===== src/rtl/nibble_link_pkg.sv =====
// Definitions shared by both directions of the 4-bit nibble link.
// The link state encoding and the link geometry live here.
package nibble_link_pkg;

    localparam int LINK_DATA_W  = 32;
    localparam int LINK_NIB_W   = 4;
    localparam int LINK_NUM_NIB = LINK_DATA_W / LINK_NIB_W;

    typedef enum logic [1:0] {
        IDLE    = 2'd0,
        PRESENT = 2'd1,
        RELEASE = 2'd2
    } link_state_e;

endpackage


===== src/rtl/pcpi_result_tx_if.sv =====
// Signal bundle for the result transmitter.
// It carries the PCPI result strobe side and the host nibble side.
interface pcpi_result_tx_if #(
    parameter int DATA_W = 32,
    parameter int NIB_W  = 4
);
    logic              pcpi_ready;
    logic              pcpi_wr;
    logic [DATA_W-1:0] pcpi_rd;
    logic [NIB_W-1:0]  tx_nibble;
    logic              tx_valid;
    logic              tx_last;
    logic              tx_ack;
    logic              busy;
    logic              overrun;

    // The transmitter's view of the bundle.
    modport master (
        input  pcpi_ready, pcpi_wr, pcpi_rd, tx_ack,
        output tx_nibble, tx_valid, tx_last, busy, overrun
    );

    // The view used by the coprocessor and the host.
    modport slave (
        output pcpi_ready, pcpi_wr, pcpi_rd, tx_ack,
        input  tx_nibble, tx_valid, tx_last, busy, overrun
    );
endinterface


===== src/rtl/pcpi_result_tx.sv =====
// Returns PCPI results to the host as 8 nibbles, least-significant nibble first.
// Each nibble goes out through a four-phase valid/ack handshake.
module pcpi_result_tx
    import nibble_link_pkg::*;
#(
    parameter int DATA_W = LINK_DATA_W,
    parameter int NIB_W  = LINK_NIB_W
) (
    input  logic               clk,
    input  logic               rst_n,
    pcpi_result_tx_if.master   bus
);

    localparam int NUM_NIB = DATA_W / NIB_W;
    localparam int CNT_W   = (NUM_NIB > 1) ? $clog2(NUM_NIB) : 1;
    localparam logic [CNT_W-1:0] LAST_IDX = CNT_W'(NUM_NIB - 1);

    link_state_e       state_reg;
    logic [DATA_W-1:0] shreg_reg;
    logic [CNT_W-1:0]  count_reg;
    logic [NIB_W-1:0]  nibble_reg;
    logic              valid_reg;
    logic              last_reg;
    logic              busy_reg;
    logic              overrun_reg;

    logic              capture;
    logic [DATA_W-1:0] shreg_next;
    logic [CNT_W-1:0]  count_next;

    assign capture    = bus.pcpi_ready && bus.pcpi_wr;
    assign shreg_next = shreg_reg >> NIB_W;
    assign count_next = count_reg + 1'b1;

    always_ff @(posedge clk) begin
        if (!rst_n) begin
            state_reg   <= IDLE;
            shreg_reg   <= '0;
            count_reg   <= '0;
            nibble_reg  <= '0;
            valid_reg   <= 1'b0;
            last_reg    <= 1'b0;
            busy_reg    <= 1'b0;
            overrun_reg <= 1'b0;
        end else begin
            // A result arriving while a word is still in flight is lost.
            if (state_reg != IDLE && capture) begin
                overrun_reg <= 1'b1;
            end

            case (state_reg)
                IDLE: begin
                    if (capture) begin
                        shreg_reg  <= bus.pcpi_rd;
                        count_reg  <= '0;
                        nibble_reg <= bus.pcpi_rd[NIB_W-1:0];
                        valid_reg  <= 1'b1;
                        last_reg   <= (LAST_IDX == '0);
                        busy_reg   <= 1'b1;
                        state_reg  <= PRESENT;
                    end
                end

                PRESENT: begin
                    if (bus.tx_ack) begin
                        valid_reg <= 1'b0;
                        last_reg  <= 1'b0;
                        state_reg <= RELEASE;
                    end
                end

                RELEASE: begin
                    // Valid stays low here for at least one cycle, whatever ack does.
                    if (!bus.tx_ack) begin
                        if (count_reg == LAST_IDX) begin
                            last_reg  <= 1'b0;
                            busy_reg  <= 1'b0;
                            state_reg <= IDLE;
                        end else begin
                            shreg_reg  <= shreg_next;
                            count_reg  <= count_next;
                            nibble_reg <= shreg_next[NIB_W-1:0];
                            valid_reg  <= 1'b1;
                            last_reg   <= (count_next == LAST_IDX);
                            state_reg  <= PRESENT;
                        end
                    end
                end

                default: begin
                    valid_reg <= 1'b0;
                    last_reg  <= 1'b0;
                    busy_reg  <= 1'b0;
                    state_reg <= IDLE;
                end
            endcase
        end
    end

    assign bus.tx_nibble = nibble_reg;
    assign bus.tx_valid  = valid_reg;
    assign bus.tx_last   = last_reg;
    assign bus.busy      = busy_reg;
    assign bus.overrun   = overrun_reg;

endmodule


===== src/flat_wrapper.sv =====
// flat-port wrapper written by rule: the top's interface ports become plain ports
module pcpi_result_tx_flat import nibble_link_pkg::*;
#(
    parameter int DATA_W = LINK_DATA_W,
    parameter int NIB_W  = LINK_NIB_W
)
  (clk, rst_n, bus_pcpi_ready, bus_pcpi_wr, bus_pcpi_rd, bus_tx_ack, bus_tx_nibble, bus_tx_valid, bus_tx_last, bus_busy, bus_overrun);
  pcpi_result_tx_if #(.DATA_W(DATA_W), .NIB_W(NIB_W)) bus_i ();
  input  logic clk;
  input  logic rst_n;
  input wire logic [$bits(bus_i.pcpi_ready)-1:0] bus_pcpi_ready;
  input wire logic [$bits(bus_i.pcpi_wr)-1:0] bus_pcpi_wr;
  input wire logic [$bits(bus_i.pcpi_rd)-1:0] bus_pcpi_rd;
  input wire logic [$bits(bus_i.tx_ack)-1:0] bus_tx_ack;
  output wire logic [$bits(bus_i.tx_nibble)-1:0] bus_tx_nibble;
  output wire logic [$bits(bus_i.tx_valid)-1:0] bus_tx_valid;
  output wire logic [$bits(bus_i.tx_last)-1:0] bus_tx_last;
  output wire logic [$bits(bus_i.busy)-1:0] bus_busy;
  output wire logic [$bits(bus_i.overrun)-1:0] bus_overrun;
  assign bus_i.pcpi_ready = bus_pcpi_ready;
  assign bus_i.pcpi_wr = bus_pcpi_wr;
  assign bus_i.pcpi_rd = bus_pcpi_rd;
  assign bus_i.tx_ack = bus_tx_ack;
  assign bus_tx_nibble = bus_i.tx_nibble;
  assign bus_tx_valid = bus_i.tx_valid;
  assign bus_tx_last = bus_i.tx_last;
  assign bus_busy = bus_i.busy;
  assign bus_overrun = bus_i.overrun;
  pcpi_result_tx #(.DATA_W(DATA_W), .NIB_W(NIB_W)) u_core (.clk(clk), .rst_n(rst_n), .bus(bus_i));
endmodule

===== config.mk =====
export PLATFORM = sky130hd
export DESIGN_NAME = pcpi_result_tx_flat
export DESIGN_NICKNAME = d
export VERILOG_FILES = /design/src/rtl/nibble_link_pkg.sv /design/src/rtl/pcpi_result_tx_if.sv /design/src/rtl/pcpi_result_tx.sv /design/src/flat_wrapper.sv
export SDC_FILE = /design/constraint.sdc
export NUM_CORES = 1
export LEC_CHECK = 0
export BUFFER_PORTS_ARGS = -buffer_cell sky130_fd_sc_hd__buf_2
export CAP_MARGIN = 20
export CORE_ASPECT_RATIO = 0.7
export CORE_UTILIZATION = 57
export DETAILED_ROUTE_END_ITERATION = 10
export PLACE_DENSITY = 0.86
export SLEW_MARGIN = 20
export SYNTH_ARGS = -nofsm -noshare
export SYNTH_HDL_FRONTEND = slang
export SYNTH_SLANG_ARGS = --single-unit
export TNS_END_PERCENT = 50

===== constraint.sdc =====
create_clock -name clk -period 3.4 [get_ports clk]
set_input_delay 0.68 -clock clk [delete_from_list [all_inputs] [get_ports clk]]
set_output_delay 0.68 -clock clk [all_outputs]
set_load 0.02 [all_outputs]

### Word level (Yosys, flattened, before mapping)

Index checks and enable logic that the tools add are counted.

| word-level totals | value |
|---|---|
| register bits after elaboration | 45 |
| bits of input ports | 37 |
| output and inout port bits | 8 |
| word-level logic and storage cells | 57 |

| operators by class | value |
|---|---|
| $add $sub $neg | 1 |
| eq/ne operators | 9 |
| multiplexer cells | 29 |
| bitwise logic cells | 1 |
| reduce and logical (&&, ||, !) cells | 9 |

Operators by type and width:

| cell | count |
|---|---|
| 32-bit two-way mux | 3 |
| 32-bit one-hot mux with 2 select lines | 1 |
| 4-bit two-way mux | 3 |
| 4-bit AND reduction | 3 |
| 1-bit two-way mux | 10 |
| 3-bit two-way mux | 3 |
| 1-bit one-hot mux with 3 select lines | 3 |
| 4-bit one-hot mux with 2 select lines | 1 |
| 3-bit == test (second input constant) | 2 |
| 2-bit two-way mux | 3 |
| 2-bit inequality test (second input constant) | 3 |
| 2-bit one-hot mux with 3 select lines | 1 |
| 3-bit one-hot mux with 2 select lines | 1 |
| 2-bit by 1-bit inequality test with 1-bit output (second input constant) | 2 |
| 2-bit nonzero test | 2 |
| 3-bit by 1-bit adder with 3-bit output (second input constant) | 1 |
| 3-bit AND reduction | 1 |
| 2-bit by 1-bit == test with 1-bit output (second input constant) | 1 |
| 2-bit == test (second input constant) | 1 |
| 1-bit logical AND | 2 |
| 2-bit zero test | 1 |
| 1-bit inverter | 1 |

### Longest topological paths before layout

| logic depth | value |
|---|---|
| depth in word-level cells | 5 |
| gate-level depth with buffers | 7 |
| depth with buffers taken out | 5 |

### Least setup slack after synthesis

OpenSTA, ideal clock, no wires.

| timing path | value |
|---|---|
| kind | input to register |
| from | in bus_pcpi_wr |
| to | reg u_core.shreg_reg[8] |
| library setup time | 116 ps |
| arrival | 1623 ps |
| required time | 3284 ps |
| slack | 1661 ps |
| stages | 6 |
| buffers on the path | 3 |
| cell sequence | nor4bb_4 > buf_6 > or2_1 > buf_6 > buf_6 > o211a_1 |

| between the ends | value |
|---|---|
| longest elaborated chain between the ends | 3 |

Ends and longest elaborated chain:

| element | RTL line | source |
|---|---|---|
| start, declared | flat_wrapper.sv:12 | `input wire logic [$bits(bus_i.pcpi_wr)-1:0] bus_pcpi_wr;` |
| 1-bit logical AND | pcpi_result_tx.sv:31 | `assign capture = bus.pcpi_ready && bus.pcpi_wr;` |
| 2-bit by 1-bit inequality test with 1-bit output (no source line) | n/a |  |
| 4-bit AND reduction (no source line) | n/a |  |
| end signal, assigned | pcpi_result_tx.sv:54 | `shreg_reg <= bus.pcpi_rd;` |
| end signal, assigned | pcpi_result_tx.sv:80 | `shreg_reg <= shreg_next;` |
| end, declared | pcpi_result_tx.sv:19 | `logic [DATA_W-1:0] shreg_reg;` |

Every way passes these cells.
A chain may end at the register's enable or synchronous reset.

### Final worst setup path

| timing path | value |
|---|---|
| from | reg u_core.count_reg[0] |
| to | reg u_core.shreg_reg[2] |

| between the ends | value |
|---|---|
| longest elaborated chain between the ends | 3 |

Ends and longest elaborated chain:

| element | RTL line | source |
|---|---|---|
| start, declared | pcpi_result_tx.sv:20 | `logic [CNT_W-1:0] count_reg;` |
| start signal, assigned | pcpi_result_tx.sv:81 | `count_reg <= count_next;` |
| 3-bit == test | pcpi_result_tx.sv:75 | `if (count_reg == LAST_IDX) begin` |
| 2-bit inequality test (no source line) | n/a |  |
| 4-bit AND reduction (no source line) | n/a |  |

Every way passes these cells.

==> qor.txt <==
Status = completed
CP Capture Point = u_core.shreg_reg[2]
Synth Area in Simple Gates = 8.04%
Mapped Area = 2010 sq um
Post-route setup TNS = 0 ns
DRT iter0 DRCs = 123
Slew @ Worst Pin = 0.415 ns
Largest family of logic cells by synthesized area = compound AO/OA/AOI/OAI gates
Vias/cell = 5.60
Synthesis-to-layout area growth = 11.7%
Met3 usage = 5.23%
Layout Utilization = 68.9%
Total track usage = 22.8%
Total grt overflow = 0
Worst min-delay path category = register to register
Worst relative slew slack = 72.3%
Final period util = 58.1%
Setup Buffers After CTS = 0
Post-synth EDFFs = 0
Critical Path AT = 2.21 ns
Layout cell share with drive strength beyond 1 = 26.4%
R2R Setup Slk = 1.42 ns
Layout Nets = 266
Port Buffers = 44
Clock buffer depth = 2
Yosys cell types = 30
Dpl hpwl = 2650 um
Min Clock Period, post-route = 1.98 ns
PwrDens = 437 nW/um^2
Peak VDD IR = 0.234 mV
CTS H-tree lvls = 2
Mux cell area share after synthesis = 14.5%
Final hold viol count = 0
# diodes = 0
CTS tree = yes
RSZ-0062 raised after global routing = no
Vias = 1535
Post-synthesis compound-gate area fraction = 25.8%
Post-DRT Antenna Nets = 0
Kind of critical path = register to register
Die ar. = 3770 sq um
Clk Latency, worst-skew pair = 0.29 ns
Die Wd = 72.9 um
TritonRoute pass-1 iters = 5
Post-route DRC = 0
CTS root buf = clkbuf_8
Starting density of the core = 61.7%
Largest net degree at the start of global routing = 37
Max Fclk = 506 MHz
Syn avg cell area = 10.3 sq um
Syn nets = 235
Vias in the first global route = 1383
Final Slew Violations = 0
First-pass GRT wire length = 6350 um
Crit path from = u_core.count_reg[0]
Xor/xnor share of the synthesized area = 0.436%
Yosys reg bits = 41
Final WL = 3980 um
Register area share after synthesis = 40.9%
Max reg flops = 32
Async SR Flop Fraction = 0%
Hold-fix buffer count after cts = 0
Hold Slack = 0.453 ns
Post-synthesis cell count = 195
R2r worst-path depth = 6
Crit. End Element = register
Met1 usage = 31.6%
Number of antenna violations at the first check in global routing = 0
Prevailing post-synth register cell = dfxtp_1
Placement Rows = 17
Crit path launch type = register
Die height = 51.7 um
# IOs = 45
TritonCTS sink count = 41
CP max FO = 27
GR peak layer = met2
Post-DR wirelength/cell = 14.5 um
Met2 Use GR = 34.0%
Leakage = 1.15 nW
Worst-path clk slew = 0.08 ns
WP data required = 3.64 ns
Ys Warns = 0
Core area = 3250 sq um
Worst r2r src = u_core.count_reg[0]
CTS buffer count = 5
Critical R2R Capture = u_core.shreg_reg[2]
Max-cap violations = 0
Clk_skew = 0.00433 ns
Gpl congestion = 0.766
Commonest cells after routing, fill and taps aside = 44 x buf_2, 40 x dfxtp_1, 29 x o211a_1, 28 x mux2i_1, 27 x o21ai_0
Final setup violating endpoints = 0
Cts repair resizes = 0
Most common cell after layout, fill and taps aside = buf_2
Adder-Cell Fraction of Synth Area = 1.87%
-- kinds of logic (layout without fill, tap and decap cells) --
logic type	after synthesis	count (layout)
mux	29	29
simple gates	24	24
fa+ha+maj	3	3
xor+xnor	1	1
compound gates	71	71
flops	41	41
buf+inv	26	58
-- area by class of cell --
cell class / count / area [sq um]
repair buffers: 49 / 258
clock buffers: 6 / 72.6
flip-flops and latches: 41 / 822
fillers: 273 / 1010
clock inverters: 2 / 10.0
multi-input cells: 128 / 1020
well taps: 47 / 58.8
inverters: 1 / 3.75
-- report_power, final --
group | switching [mW] | internal [mW]
registers | 0.0226 | 0.515
clock network | 0.162 | 0.142
logic | 0.0691 | 0.0682
total | 0.254 | 0.725
-- Yosys cell counts, types with 3 or more instances --
| library cell | number | area share, % |
|---|---|---|
| clkbuf_1 | 6 | 1.1 |
| mux2i_1 | 28 | 14 |
| buf_2 | 7 | 1.7 |
| nand2_1 | 10 | 1.9 |
| nand3_1 | 5 | 1.2 |
| buf_4 | 5 | 1.9 |
| o21ai_0 | 27 | 6.7 |
| dfxtp_1 | 41 | 41 |
| buf_6 | 6 | 3.4 |
| o21ai_1 | 7 | 1.7 |
| ha_1 | 3 | 1.9 |
| o211a_1 | 29 | 14 |
-- stage by stage --
stage               setup WS, ns  instances  area, sq um  power (mW)
floorplan                   1.66        195         2010       0.652
global placement            1.40        266         2160       0.682
detailed placement          1.37        266         2160       0.686
CTS                         1.44        274         2240       0.986
global route                1.32        274         2240        1.02
finish                      1.42        274         2240       0.979
-- metal layers --
metal,share of wire (%),up-vias
met5,0,-
met4,1.6,0
met1,51,714
met2,43,36
li1,-,777
met3,4.3,8
-- worst min-delay path by stage --
stage / startpoint / to / cells after the start
3_3_place_gp: u_core.count_reg[2] / u_core.count_reg[2] / 2
3_5_place_dp: u_core.shreg_reg[29] / u_core.shreg_reg[29] / 2
2_1_floorplan: u_core.shreg_reg[28] / u_core.shreg_reg[28] / 2
6_report: u_core.shreg_reg[29] / u_core.shreg_reg[29] / 2
4_1_cts: u_core.shreg_reg[29] / u_core.shreg_reg[29] / 2
5_1_grt: u_core.shreg_reg[29] / u_core.shreg_reg[29] / 2
-- worst max-delay path, cell delays in order (launching register included) --
cell and delay, ns:
dfxtp_1 0.34, ha_1 0.21, ha_1 0.24, nor4b_4 0.23, or2_1 0.35, buf_4 0.36
o211a_1 0.18
No activity file was read; power rests on OpenSTA's default activity.
